File: config.mk
export PLATFORM = sky130hd
export DESIGN_NAME = uart_link_ctrl
export DESIGN_NICKNAME = d
export VERILOG_FILES = /design/src/rtl/uart_link_ctrl.sv
export SDC_FILE = /design/constraint.sdc
export NUM_CORES = 1
export LEC_CHECK = 0
export BUFFER_PORTS_ARGS = -buffer_cell sky130_fd_sc_hd__clkbuf_2
export CAP_MARGIN = 0
export CORE_MARGIN = 2
export CORE_UTILIZATION = 44
export DETAILED_ROUTE_END_ITERATION = 12
export PLACE_DENSITY = 0.79
export SYNTH_ARGS = -nofsm -noshare
export SYNTH_HDL_FRONTEND = slang
export SYNTH_SLANG_ARGS = --single-unit
File: constraint.sdc
create_clock -name clk -period 3.32 [get_ports clk]
set_clock_uncertainty 0.05 [all_clocks]
set_input_delay 0 -clock clk [delete_from_list [all_inputs] [get_ports clk]]
set_output_delay 0 -clock clk [all_outputs]
set_load 0.03 [all_outputs]
File: src/rtl/uart_link_ctrl.sv
// uart_link_ctrl: round-robin TX arbitration with start/done handshake and a
// watchdog, plus a one-entry RX holding register with clear sequencing and
// overrun detection, placed between two byte producers and a single uart.
module uart_link_ctrl #(
  parameter logic [15:0] TIMEOUT_CYCLES = 16'd40000
) (
  input  logic       clk,
  input  logic       rst,
  input  logic       req0_valid,
  input  logic [7:0] req0_data,
  output logic       req0_done,
  input  logic       req1_valid,
  input  logic [7:0] req1_data,
  output logic       req1_done,
  output logic       uart_start_tx,
  output logic [7:0] uart_tx_value,
  input  logic       uart_tx_done,
  input  logic       uart_rx_available,
  input  logic [7:0] uart_rx_value,
  output logic       uart_rx_clear,
  output logic       rx_valid,
  output logic [7:0] rx_data,
  input  logic       rx_ready,
  output logic       rx_overrun,
  output logic       tx_timeout,
  input  logic       err_clear,
  output logic       grant
);

  localparam int unsigned DW = 8;
  localparam int unsigned CW = 16;

  typedef enum logic [1:0] {T_IDLE, T_SEND, T_RELEASE} tx_state_e;
  typedef enum logic [1:0] {R_IDLE, R_WAIT, R_CAPTURE, R_CLEAR} rx_state_e;

  tx_state_e       tx_state_q, tx_state_d;
  rx_state_e       rx_state_q, rx_state_d;
  logic            start_q, start_d;
  logic [DW-1:0]   tx_value_q, tx_value_d;
  logic            grant_q, grant_d;
  logic            pref_q, pref_d;
  logic            done0_q, done0_d;
  logic            done1_q, done1_d;
  logic [CW-1:0]   wd_cnt_q, wd_cnt_d;
  logic            timeout_q, timeout_d;
  logic            rx_clear_q, rx_clear_d;
  logic            rx_valid_q, rx_valid_d;
  logic [DW-1:0]   rx_data_q, rx_data_d;
  logic            overrun_q, overrun_d;

  logic            pick;
  logic            wd_expired;
  logic            to_set;
  logic            ov_set;
  logic            pop;

  // Producer choice: the lone requester, or the preferred one when both ask.
  assign pick       = (req0_valid && req1_valid) ? pref_q : ~req0_valid;
  // Watchdog hits after TIMEOUT_CYCLES cycles in T_SEND; zero disables it.
  assign wd_expired = (TIMEOUT_CYCLES != CW'(0)) && (wd_cnt_q == TIMEOUT_CYCLES - CW'(1));
  assign pop        = rx_valid_q & rx_ready;

  // TX next-state: grant, start/done handshake, watchdog and timeout flag.
  always_comb begin
    tx_state_d = tx_state_q;
    start_d    = 1'b0;
    tx_value_d = tx_value_q;
    grant_d    = grant_q;
    pref_d     = pref_q;
    done0_d    = 1'b0;
    done1_d    = 1'b0;
    wd_cnt_d   = wd_cnt_q;
    to_set     = 1'b0;
    unique case (tx_state_q)
      T_IDLE: begin
        if (req0_valid || req1_valid) begin
          grant_d    = pick;
          pref_d     = ~pick;
          tx_value_d = pick ? req1_data : req0_data;
          wd_cnt_d   = '0;
          start_d    = 1'b1;
          tx_state_d = T_SEND;
        end
      end
      T_SEND: begin
        start_d = 1'b1;
        if (uart_tx_done || wd_expired) begin
          start_d    = 1'b0;
          done0_d    = ~grant_q;
          done1_d    = grant_q;
          to_set     = ~uart_tx_done;
          tx_state_d = T_RELEASE;
        end else begin
          wd_cnt_d = wd_cnt_q + CW'(1);
        end
      end
      T_RELEASE: begin
        if (!uart_tx_done) begin
          tx_state_d = T_IDLE;
        end
      end
      default: begin
        tx_state_d = T_IDLE;
      end
    endcase
    timeout_d = to_set | (timeout_q & ~err_clear);
  end

  // RX next-state: wait for registered rx_value, capture or drop, then clear.
  always_comb begin
    rx_state_d = rx_state_q;
    rx_clear_d = 1'b0;
    rx_valid_d = rx_valid_q & ~pop;
    rx_data_d  = rx_data_q;
    ov_set     = 1'b0;
    unique case (rx_state_q)
      R_IDLE: begin
        if (uart_rx_available) begin
          rx_state_d = R_WAIT;
        end
      end
      R_WAIT: begin
        rx_state_d = R_CAPTURE;
      end
      R_CAPTURE: begin
        if (!rx_valid_q || rx_ready) begin
          rx_data_d  = uart_rx_value;
          rx_valid_d = 1'b1;
        end else begin
          ov_set = 1'b1;
        end
        rx_clear_d = 1'b1;
        rx_state_d = R_CLEAR;
      end
      R_CLEAR: begin
        if (uart_rx_available) begin
          rx_clear_d = 1'b1;
        end else begin
          rx_state_d = R_IDLE;
        end
      end
      default: begin
        rx_state_d = R_IDLE;
      end
    endcase
    overrun_d = ov_set | (overrun_q & ~err_clear);
  end

  // State and output registers.
  always_ff @(posedge clk or posedge rst) begin
    if (rst) begin
      tx_state_q <= T_IDLE;
      rx_state_q <= R_IDLE;
      start_q    <= 1'b0;
      tx_value_q <= '0;
      grant_q    <= 1'b0;
      pref_q     <= 1'b0;
      done0_q    <= 1'b0;
      done1_q    <= 1'b0;
      wd_cnt_q   <= '0;
      timeout_q  <= 1'b0;
      rx_clear_q <= 1'b0;
      rx_valid_q <= 1'b0;
      rx_data_q  <= '0;
      overrun_q  <= 1'b0;
    end else begin
      tx_state_q <= tx_state_d;
      rx_state_q <= rx_state_d;
      start_q    <= start_d;
      tx_value_q <= tx_value_d;
      grant_q    <= grant_d;
      pref_q     <= pref_d;
      done0_q    <= done0_d;
      done1_q    <= done1_d;
      wd_cnt_q   <= wd_cnt_d;
      timeout_q  <= timeout_d;
      rx_clear_q <= rx_clear_d;
      rx_valid_q <= rx_valid_d;
      rx_data_q  <= rx_data_d;
      overrun_q  <= overrun_d;
    end
  end

  assign uart_start_tx = start_q;
  assign uart_tx_value = tx_value_q;
  assign grant         = grant_q;
  assign req0_done     = done0_q;
  assign req1_done     = done1_q;
  assign tx_timeout    = timeout_q;
  assign uart_rx_clear = rx_clear_q;
  assign rx_valid      = rx_valid_q;
  assign rx_data       = rx_data_q;
  assign rx_overrun    = overrun_q;

endmodule

## Word level (Yosys, flattened, before mapping)

Cells that the tools add are included.

| operators by class | value |
|---|---|
| equality and inequality tests | 12 |
| bitwise gates (word level) | 12 |
| reduce and logical (&&, ||, !) cells | 13 |
| muxes and demuxes | 27 |
| add/sub/neg operators | 1 |

Operators by type and width:

| cell | number |
|---|---|
| 2-to-1 mux 16 bit | 2 |
| one-hot mux 16 bit (2 select lines) | 1 |
| adder 16 x 1 -> 16 bit (second input constant) | 1 |
| equality test 16 bit (second input constant) | 1 |
| 2-to-1 mux 1 bit | 14 |
| inequality test 2 bit (second input constant) | 6 |
| 2-to-1 mux 2 bit | 5 |
| 2-to-1 mux 8 bit | 1 |
| one-hot mux 2 bit (4 select lines) | 1 |
| equality test 2 bit (second input constant) | 3 |
| NOT 1 bit | 6 |
| one-hot mux 2 bit (3 select lines) | 1 |
| AND reduction 2 bit | 3 |
| AND reduction 3 bit | 2 |
| bitwise AND 1 bit | 4 |
| equality test 2 x 1 -> 1 bit (second input constant) | 2 |
| zero test 2 bit | 2 |
| one-hot mux 1 bit (2 select lines) | 2 |
| logical OR 1 bit | 3 |
| OR 1 bit | 2 |
| nonzero test 2 bit | 1 |
| logical AND 1 bit | 1 |
| zero test 1 bit | 1 |

| word-level totals | value |
|---|---|
| word-level logic and storage cells | 79 |
| register bits | 45 |
| output and inout bits | 24 |

## Longest topological paths before layout

Gate-level depths: netlist of run 1.

| depth | value |
|---|---|
| depth in word-level cells | 5 |
| depth in mapped cells | 7 |

## Worst setup path before layout of run 1

Ideal clock, no wire load.

| timing path | value |
|---|---|
| path kind | register to register |
| start point | register wd_cnt_q[13] |
| end point | register wd_cnt_q[11] |
| buffers on the path | 1 |
| data arrival time | 2.003 ns |
| path slack | 1.141 ns |
| cell stages (with the launch flop) | 6 |
| library setup time | 0.126 ns |
| clock period less this slack | 2.179 ns |
| cell sequence | dfrtp_1 or4b_1 or4_1 buf_2 and4_4 a221o_1 |

| on the way | value |
|---|---|
| word-level cells in the longest chain between the ends | 4 |

RTL lines:

| what | RTL line | RTL |
|---|---|---|
| from (decl) | 44 | `logic [CW-1:0] wd_cnt_q, wd_cnt_d;` |
| from (signal assigned) | 175 | `wd_cnt_q <= wd_cnt_d;` |
| equality test 16 bit | 60 | `assign wd_expired = (TIMEOUT_CYCLES != CW'(0)) && (wd_cnt_q == TIMEOUT_CYCLES - CW'(1));` |
| logical OR 1 bit | 87 | `if (uart_tx_done \|\| wd_expired) begin` |
| inequality test 2 bit (no line) | - |  |
| AND reduction 3 bit (no line) | - |  |

Every way passes these cells.
A chain may end at the register's enable or synchronous reset.

## Worst setup path after layout of run 1

| timing path | value |
|---|---|
| start point | register tx_state_q[0] |
| end point | register tx_value_q[2] (netlist: uart_tx_value[2]) |

| on the way | value |
|---|---|
| word-level cells in the longest chain between the ends | 2 |

RTL lines:

| what | RTL line | RTL |
|---|---|---|
| from (decl) | 36 | `tx_state_e tx_state_q, tx_state_d;` |
| from (signal assigned) | 167 | `tx_state_q <= tx_state_d;` |
| zero test 2 bit | 74 | `unique case (tx_state_q)` |
| AND reduction 2 bit (no line) | - |  |
| to (signal assigned) | 170 | `tx_value_q <= tx_value_d;` |
| to (decl) | 39 | `logic [DW-1:0] tx_value_q, tx_value_d;` |

Every way passes these cells.

==> run_results.csv, run 1 <==
group,metric,value,unit
floorplan,core-area,4690,µm²
critical_path,path_buf_inv,1,
hold_path,hold_depth,3,
hold_path,min_to,"pref_q",
sta,setup_violations,0,
yosys,synth_top_family_by_area,"simple AND/OR/NAND/NOR gates",
critical_path,worstPathArrival,2.75,ns
sta,relSlewSlack,42.1,%
yosys,synth_top_cell_by_area,"dfrtp_1",
sta,max_freq,390,MHz
yosys,synth_compound_area_share,15.3,%
yosys,synthFlopType,"dfrtp_1",
route,wl,5530,µm
final_layout,layout-drive-gt1-share,28.5,%
critical_path,crit_required,3.50,ns
clock_tree,clock_sinks,45,
yosys,yosys_register_bits,45,
yosys,netlist.area_leader.share,52.8,%
sta,fin_crit,2.57,ns
critical_path,cp_top_family,"compound AO/OA/AOI/OAI gates",
sta,rsz0062_at_grt,"false",
route,drt_iter0_drc,89,
yosys,syn_inst,196,
clock_tree,postCtsSetupRepairBufs,0,
clock_tree,clk_path_buf_depth,2,
yosys,synth_warnings,0,
floorplan,dieWidth,73.6,µm
yosys,synth.net_count,233,
global_route,grt_antenna_before_repair,0,
critical_path,reg2reg_to,"uart_tx_value[2]",
placed_design,dp_cells,301,
pwr,p_leak,0.00146,µW
clock_tree,postCtsHoldBufs,30,
yosys,synth.distinct_cells,40,
final_layout,nFillCells,353,
yosys,netlist_area,2130,µm²
yosys,synth-async-reset-ratio,100,%
hold_path,worstHoldStart,"req0_valid",
yosys,ys_top_cells_by_area,"dfrtp_1, mux2_2, a21o_1, a22o_1, nand3_1",
route,drc,0,
global_route,grtUsageTotal,22.1,%
route,drt_pass1_iterations,4,
global_route,grt_start_max_net_pins,46,
clock_tree,clock_latency,0.30,ns
final_layout,syn_to_final_growth,34.8,%
floorplan,rows,25,
clock_tree,clock-root-buffer,"clkbuf_8",
yosys,synthMuxAreaShare,6.64,%
critical_path,crit_type,"reg -> reg",
sta,fin_tns_setup,0,ns
critical_path,crit_chain,"nor2_1 -> o21ai_1 -> a21oi_1 -> a21o_1 -> dlygate4sd3_1",
clock_tree,cts.reportedPaths.clkPinSlew,0.08,ns
yosys,yosysMostFrequentCell,"dfrtp_1",
sta,worstMarginPinSlew,0.862,ns
critical_path,r2r_cells,5,
clock_tree,cts_tree,"yes",
placed_design,port_buffers,55,
global_route,grt_pass1_wl,8980,µm
critical_path,cp-end-kind,"register",
critical_path,startpoint_type,"register",
sta,min_period_over_period,77.3,%
global_route,overflow,0,
route,ant_nets,0,
route,via_per_inst,5.61,
critical_path,r2r-start,"tx_state_q[0]",
placed_design,gp_congestion,0.887,
yosys,synth_common_cells,"dfrtp_1, nand2_1, nand3_1",
critical_path,crit_path_start,"tx_state_q[0]",
final_layout,num-nets-final,321,
placed_design,place_ws,1.05,ns
route,num_vias,1895,
floorplan,initial_core_util,45.4,%
yosys,synth-edff-count,0,
floorplan,die-area,5420,µm²
outcome,status,"completed",
yosys,synthSimpleGateAreaFrac,19.4,%
critical_path,max_stage_delay,0.70,ns
yosys,ys_seq_area_share,52.8,%
final_layout,multi_input_area,943,µm²
floorplan,ios,56,
pwr,powerDensity,840,nW/µm²
global_route,grt_pass1_vias,1922,
floorplan,die_y,73.6,µm
route,wl_per_cell,16.4,µm
clock_tree,cts-resized-gates,0,
sta,fin_ws,0.753,ns
pwr,peakVddDrop,0.820,mV
critical_path,crit_fanout,12,
run,cap_violations,0,
yosys,syn_area_per_cell,10.9,µm²
sta,hold_viol_final,0,
critical_path,cpMaxStageDelayCell,"a21oi_1",
hold_path,min_path_type,"in -> reg",
final_layout,n_antenna_cell,0,
sta,report.final.slew_viol_count,0,
critical_path,reg2reg_slack,0.75,ns
yosys,synth_xor_area_share,0,%
final_layout,seqCellArea,1130,µm²
yosys,synthAdderAreaFrac,2.94,%
placed_design,dpl.hpwl,3120,µm
clock_tree,cts_made_buffers,5,
final_layout,final_cell_count_no_fill,338,
clock_tree,cts_htree_levels,2,
==> per-layer routing <==
| layer | part of all wire (%) | GRT usage [%] | routed length [µm] |
|---|---|---|---|
| met1 | 41 | 26.4 | 2280 |
| met2 | 50 | 38.1 | 2780 |
| met3 | 5.9 | 5.35 | 325 |
| met4 | 2.6 | 8.69 | 144 |
| met5 | 0 | 0 | 0 |
==> final cells by class <==
class	count	area share (%)
Tap cell	54	2.35
Multi-Input combinational cell	135	32.8
Sequential cell	45	39.2
Clock buffer	5	2.40
Inverter	9	1.18
Clock inverter	2	1.22
Timing Repair Buffer	88	20.8
==> worst register-to-register path, cell delays in order, from the launching register on <==
cell and delay [ns]:
dfrtp_1 0.42, nor2_1 0.19, o21ai_1 0.33, a21oi_1 0.70, a21o_1 0.23, dlygate4sd3_1 0.58
==> cells by family (layout without fill, tap and decap cells) <==
kind of cell / count (synthesis) / in the layout
fa+ha+maj: 5 / 5
buf+inv: 16 / 104
compound gates: 43 / 43
mux: 13 / 13
flops: 45 / 45
simple gates: 74 / 74
==> state kept, by name, summed over array words and instances (netlist names), 2 cells and up <==
name,cells
wd_cnt_q,16
tx_state_q,2
rx_data,8
rx_state_q,2
uart_tx_value,8
==> worst max path at each step <==
stage	depth (start not counted)	endpoint	slack (ns)
after floorplan	5	wd_cnt_q[11]	1.14
after global placement	4	wd_cnt_q[11]	1.08
after detailed placement	4	wd_cnt_q[11]	1.05
after CTS	5	uart_tx_value[7]	0.91
after global routing	5	uart_tx_value[7]	0.60
final	5	uart_tx_value[2]	0.75
==> layout by cell type (no fill, tap or decap), drive strengths merged, types with 5 or more instances in the layout <==
master       instances
nand4                7
a22o                 8
inv                  8
nand3               14
mux2                 9
ha                   5
dfrtp               45
and3                 9
o21ai                9
a21o                10
dlygate4sd3         30
clkbuf              60
nor2                 6
nand2               15
==> stage by stage <==
step	cell area [µm²]	util, %	power (µW)	hold WS (ns)
CTS	2870	61.2	2350	0.223
floorplan	2130	-	1570	0.0490
finish	2870	61.2	2410	0.239
global placement	2470	52.6	1810	0.0984
global route	2870	61.2	2540	0.269
detailed placement	2470	52.6	1840	0.0975
==> power breakdown <==
group / switching [µW] / leakage [µW] / internal (µW) / total, µW
clock network: 182 / 0.0000540 / 219 / 401
registers: 133 / 0.000578 / 732 / 866
logic: 685 / 0.000826 / 460 / 1140
total: 1000 / 0.00146 / 1410 / 2410
Note: power is estimated with default switching activity, not from simulation.
==> run 2: changes to the inputs <==
Clock period 3.32 ns to 2.4 ns, I/O delays scaled along.
==> run 2 against run 1 <==
Net effect: total power up 35%; register-to-register slack got worse by 0.67 ns; maximum frequency rose by 11%; die area unchanged; largest cell class unchanged.
==> run_results.csv, run 2 (synthesized netlist as in run 1, its figures left out) <==
group,metric,value,unit
global_route,overflow,0,
critical_path,reg2reg_slack,0.08,ns
hold_path,hold_depth,3,
final_layout,post-route-util,61.4,%
critical_path,reg2reg_to,"wd_cnt_q[11]",
pwr,p_switching,1380,µW
pwr,peakVddDrop,0.845,mV
route,wl_per_cell,16.4,µm
route,wl,5610,µm
clock_tree,cts_tree,"yes",
critical_path,crit_end,"wd_cnt_q[11]",
critical_path,r2r_cells,4,
placed_design,port_buffers,55,
outcome,status,"completed",
pwr,powerDensity,1130,nW/µm²
route,drc,0,
placed_design,dpl.hpwl,3280,µm
critical_path,cpMaxStageDelayCell,"or4_1",
sta,fin_tns_setup,0,ns
global_route,grt_antenna_before_repair,0,
critical_path,cp_top_family,"simple AND/OR/NAND/NOR gates",
sta,fin_ws,0.0792,ns
floorplan,die-area,5420,µm²
route,via_per_inst,5.78,
final_layout,syn_to_final_growth,35.3,%
final_layout,stdcell_area,2880,µm²
placed_design,gp_congestion,0.851,
sta,hold_viol_final,0,
critical_path,crit_type,"reg -> reg",
critical_path,path_buf_inv,0,
critical_path,r2r-start,"wd_cnt_q[13]",
pwr,p_comb_share,48.9,%
sta,relSlewSlack,31.9,%
critical_path,startpoint_type,"register",
final_layout,largest_reg_flops,16,
clock_tree,cts_htree_levels,2,
critical_path,worstPathArrival,2.46,ns
critical_path,cp.depth,4,
floorplan,core-area,4690,µm²
sta,hold-worst-slack,0.0646,ns
pwr,p_seq_share,36.6,%
critical_path,crit_path_start,"wd_cnt_q[13]",
pwr,p_clk_share,14.5,%
clock_tree,clock_sinks,45,
critical_path,max_stage_delay,0.67,ns
hold_path,min_path_type,"in -> reg",
clock_tree,clk_path_buf_depth,2,
sta,setup_violations,0,
floorplan,rows,25,
placed_design,place_ws,0.119,ns
global_route,grt_pass1_vias,1955,
floorplan,ios,56,
global_route,grt_start_max_net_pins,25,
pwr,p_leak,0.00146,µW
critical_path,crit_chain,"or4b_1 -> or4_1 -> and4_4 -> a221o_1",
clock_tree,clock-root-buffer,"clkbuf_8",
clock_tree,cts_made_buffers,5,
final_layout,final_cell_mix,"clkbuf_2, dfrtp_1, dlygate4sd3_1",
global_route,grt_pass1_wl,9180,µm
route,ant_nets,0,
critical_path,crit_fanout,6,
placed_design,dpl-instance-area,2490,µm²
floorplan,die_y,73.6,µm
final_layout,n_antenna_cell,0,
final_layout,layout-drive-gt1-share,29.5,%
sta,rsz0062_at_grt,"false",
critical_path,crit_required,2.54,ns
final_layout,nFillCells,339,
sta,report.final.slew_viol_count,0,
clock_tree,cts.reportedPaths.clkPinSlew,0.09,ns
sta,fin_crit,2.32,ns
final_layout,top_register,"wd_cnt_q",
floorplan,initial_core_util,45.4,%
sta,worstMarginPinSlew,1.01,ns
route,drt_iter0_drc,127,
floorplan,dieWidth,73.6,µm
pwr,swShare,42.4,%
run,cap_violations,0,
final_layout,final_common_cell,"clkbuf_2",
sta,min_period_over_period,96.7,%
sta,max_freq,431,MHz
final_layout,num-nets-final,324,
critical_path,cp-end-kind,"register",
route,drt_pass1_iterations,4,
global_route,grtUsageTotal,22.3,%
route,num_vias,1976,
pwr,internal_power,1870,µW
clock_tree,clock_latency,0.30,ns
## run 2: changes by cell type in the layout (fill, tap and decap cells not counted), sizes merged
cell      change
bufinv        -1
buf           +3
clkinv        -1
clkinvlp      +2
clkbuf        +1
## run 2: power groups by stage
stage	logic, µW	clock network [µW]	registers, µW
6_report	1590	471	1190
4_1_cts	1550	471	1170
2_1_floorplan	650	0	1520
3_3_place_gp	1350	0	1180
5_1_grt	1710	510	1220
3_5_place_dp	1390	0	1180
## run 2: per-layer routing
metal / share of wire, % / vias to the layer above / global-route usage (%) / routed length [µm]
li1: - / 906 / - / -
met2: 52 / 96 / 38.4 / 2940
met3: 6.7 / 9 / 4.94 / 378
met4: 1.4 / 0 / 8.69 / 80
met1: 39 / 965 / 27.2 / 2220
met5: 0 / - / 0 / 0
## run 2: metrics by stage
stage	total power (µW)	std cells
finish	3250	342
global route	3430	342
CTS	3190	342
detailed placement	2570	304
global placement	2520	304
floorplan	2170	196
## run 2: what timing repair did
action,4_1_cts,5_1_grt
setup endpoints to repair,0,9
setup buffers,0,0
gates resized for setup,0,1
hold buffers,30,0
hold endpoints to repair,42,0
## run 2: cell type report
| type | count | area [µm²] | share of cell area, % |
|---|---|---|---|
| repair buffers | 91 | 621 | 21.5 |
| clock inverters | 2 | 15.0 | 0.521 |
| flip-flops and latches | 45 | 1130 | 39.1 |
| clock buffers | 6 | 72.6 | 2.52 |
| multi-input cells | 135 | 947 | 32.9 |
| well taps | 54 | 67.6 | 2.34 |
| inverters | 9 | 33.8 | 1.17 |
## run 2: worst min path at each step
stage	start	to	slack, ns
finish	req0_valid	grant	0.06
global placement	rst	wd_cnt_q[13]	-0.003
floorplan	err_clear	rx_overrun	0.05
global route	req0_valid	grant	0.07
detailed placement	rst	rx_data[4]	0.005
CTS	req0_valid	grant	0.08
## run 2: worst min-delay path: stages
cell and delay (ns):
clkbuf_2 0.13, a21oi_2 0.09, a21o_1 0.16
==> run 3: changes to the inputs <==
Settings changed: GPL_TIMING_DRIVEN set to 0.
==> run 3 against run 2 <==
Net effect: sequential cell count did not move; routed wire length increased by 0.37%; die area unchanged; maximum frequency is essentially flat; first-iteration DRC count is 23% lower; non-clock buffer count up 2; core utilization increased by 0.88 points; critical path type unchanged; critical endpoint is now wd_cnt_q[0]; highest routed layer unchanged.
==> run_results.csv, run 3 (synthesized netlist as in run 1, its figures left out) <==
group,metric,value,unit
route,drt_iter0_drc,98,
pwr,power.total,3250,µW
clock_tree,cts_tree,"yes",
floorplan,dieWidth,73.6,µm
route,wl_per_cell,16.4,µm
final_layout,top_register,"wd_cnt_q",
final_layout,syn_to_final_growth,37.2,%
floorplan,die_y,73.6,µm
final_layout,final_common_cell,"clkbuf_2",
floorplan,ios,56,
clock_tree,clock-root-buffer,"clkbuf_8",
hold_path,worstHoldStart,"req0_valid",
sta,report.final.slew_viol_count,0,
critical_path,reg2reg_to,"wd_cnt_q[0]",
final_layout,num-nets-final,326,
route,via_per_inst,5.66,
clock_tree,clk_path_buf_depth,2,
critical_path,r2r-start,"wd_cnt_q[13]",
hold_path,min_to,"wd_cnt_q[7]",
placed_design,gp_congestion,0.810,
global_route,overflow,0,
floorplan,rows,25,
outcome,status,"completed",
floorplan,die-area,5420,µm²
clock_tree,cts_made_buffers,5,
route,drt_pass1_iterations,5,
route,num_vias,1948,
sta,relSlewSlack,45.5,%
global_route,grt_start_max_net_pins,24,
placed_design,place_ws,-0.0369,ns
pwr,powerDensity,1110,nW/µm²
sta,fin_crit,2.32,ns
route,drc,0,
critical_path,worstPathArrival,2.51,ns
sta,hold_viol_final,0,
route,wl,5630,µm
critical_path,cp-end-kind,"register",
final_layout,n_antenna_cell,0,
clock_tree,postCtsSetupRepairBufs,0,
final_layout,largest_reg_flops,16,
floorplan,core-area,4690,µm²
global_route,grt_antenna_before_repair,0,
critical_path,crit_required,2.59,ns
sta,max_freq,431,MHz
clock_tree,cts_htree_levels,2,
global_route,grt_pass1_wl,9130,µm
route,ant_nets,0,
global_route,grtUsageTotal,22.2,%
final_layout,layout-drive-gt1-share,28.3,%
hold_path,hold_depth,4,
clock_tree,clock_latency,0.29,ns
floorplan,initial_core_util,45.4,%
sta,setup_violations,0,
placed_design,port_buffers,55,
sta,worstMarginPinSlew,0.814,ns
final_layout,final_cell_mix,"clkbuf_2, dfrtp_1, dlygate4sd3_1",
sta,min_period_over_period,96.7,%
global_route,grt_pass1_vias,1911,
critical_path,reg2reg_slack,0.08,ns
pwr,p_leak,0.00147,µW
hold_path,min_path_type,"in -> reg",
sta,rsz0062_at_grt,"false",
sta,fin_tns_setup,0,ns
pwr,peakVddDrop,0.907,mV
placed_design,dpl.hpwl,3120,µm
sta,fin_ws,0.0787,ns
clock_tree,clock_sinks,45,
critical_path,crit_type,"reg -> reg",
critical_path,startpoint_type,"register",
run,cap_violations,0,
critical_path,crit_fanout,8,
critical_path,r2r_cells,5,
final_layout,nFillCells,349,
clock_tree,cts.reportedPaths.clkPinSlew,0.08,ns
run 3: report_power, final:
part           internal, µW  total [µW]  switching [µW]
Sequential             1010        1170             157
Clock                   340         594             254
Combinational           540        1490             946
Total                  1890        3250            1360
run 3: cell type report:
type | count | area, µm² | share of cell area (%)
clock inverter | 1 | 30.0 | 1.03
multi-input combinational | 135 | 950 | 32.5
tap | 54 | 67.6 | 2.31
timing repair buffer | 86 | 603 | 20.6
buffer | 7 | 27.5 | 0.941
clock buffer | 7 | 86.3 | 2.95
inverter | 9 | 33.8 | 1.16
sequential | 45 | 1130 | 38.5
run 3: worst max-delay path, stage by stage, from the launching register on:
cell and delay, ns:
dfrtp_1 0.43, or4b_1 0.58, or4_1 0.52, buf_2 0.19
a21boi_4 0.29, mux2_2 0.22
run 3: per-stage QoR:
stage          area, µm²  hold slack [ns]  cells  util, %
5_1_grt             2920            0.224    344     62.3
3_3_place_gp        2470            0.151    305     52.7
6_report            2920            0.154    344     62.3
3_5_place_dp        2500         -0.00253    306     53.3
4_1_cts             2920            0.144    344     62.3
2_1_floorplan       2130           0.0490    196        -
run 3: routing by layer:
layer | routed length (µm) | share of wire, % | GRT usage [%]
met1 | 2240 | 40 | 28.7
met5 | 0 | 0 | 0
met4 | 141 | 2.5 | 8.48
met2 | 2830 | 50 | 35.6
met3 | 415 | 7.4 | 6.17
run 3: repair_timing:
| action | in CTS | in global routing |
|---|---|---|
| endpoints found under the setup margin | 2 | 1 |
| hold buffers | 30 | 0 |
| gates resized for setup | 1 | 0 |
| endpoints found under the hold margin | 43 | 0 |
| pin swaps | 0 | 1 |
| gates cloned | 0 | 0 |
run 3: worst max path at each step:
stage / startpoint / endpoint / slack, ns / depth (start not counted)
final: wd_cnt_q[13] / wd_cnt_q[0] / 0.08 / 5
after global routing: wd_cnt_q[13] / wd_cnt_q[0] / 0.007 / 5
after CTS: wd_cnt_q[13] / wd_cnt_q[0] / 0.08 / 5
after detailed placement: wd_cnt_q[13] / wd_cnt_q[11] / -0.04 / 4
after global placement: wd_cnt_q[13] / wd_cnt_q[11] / -0.09 / 4
after floorplan: wd_cnt_q[13] / wd_cnt_q[11] / 0.22 / 5
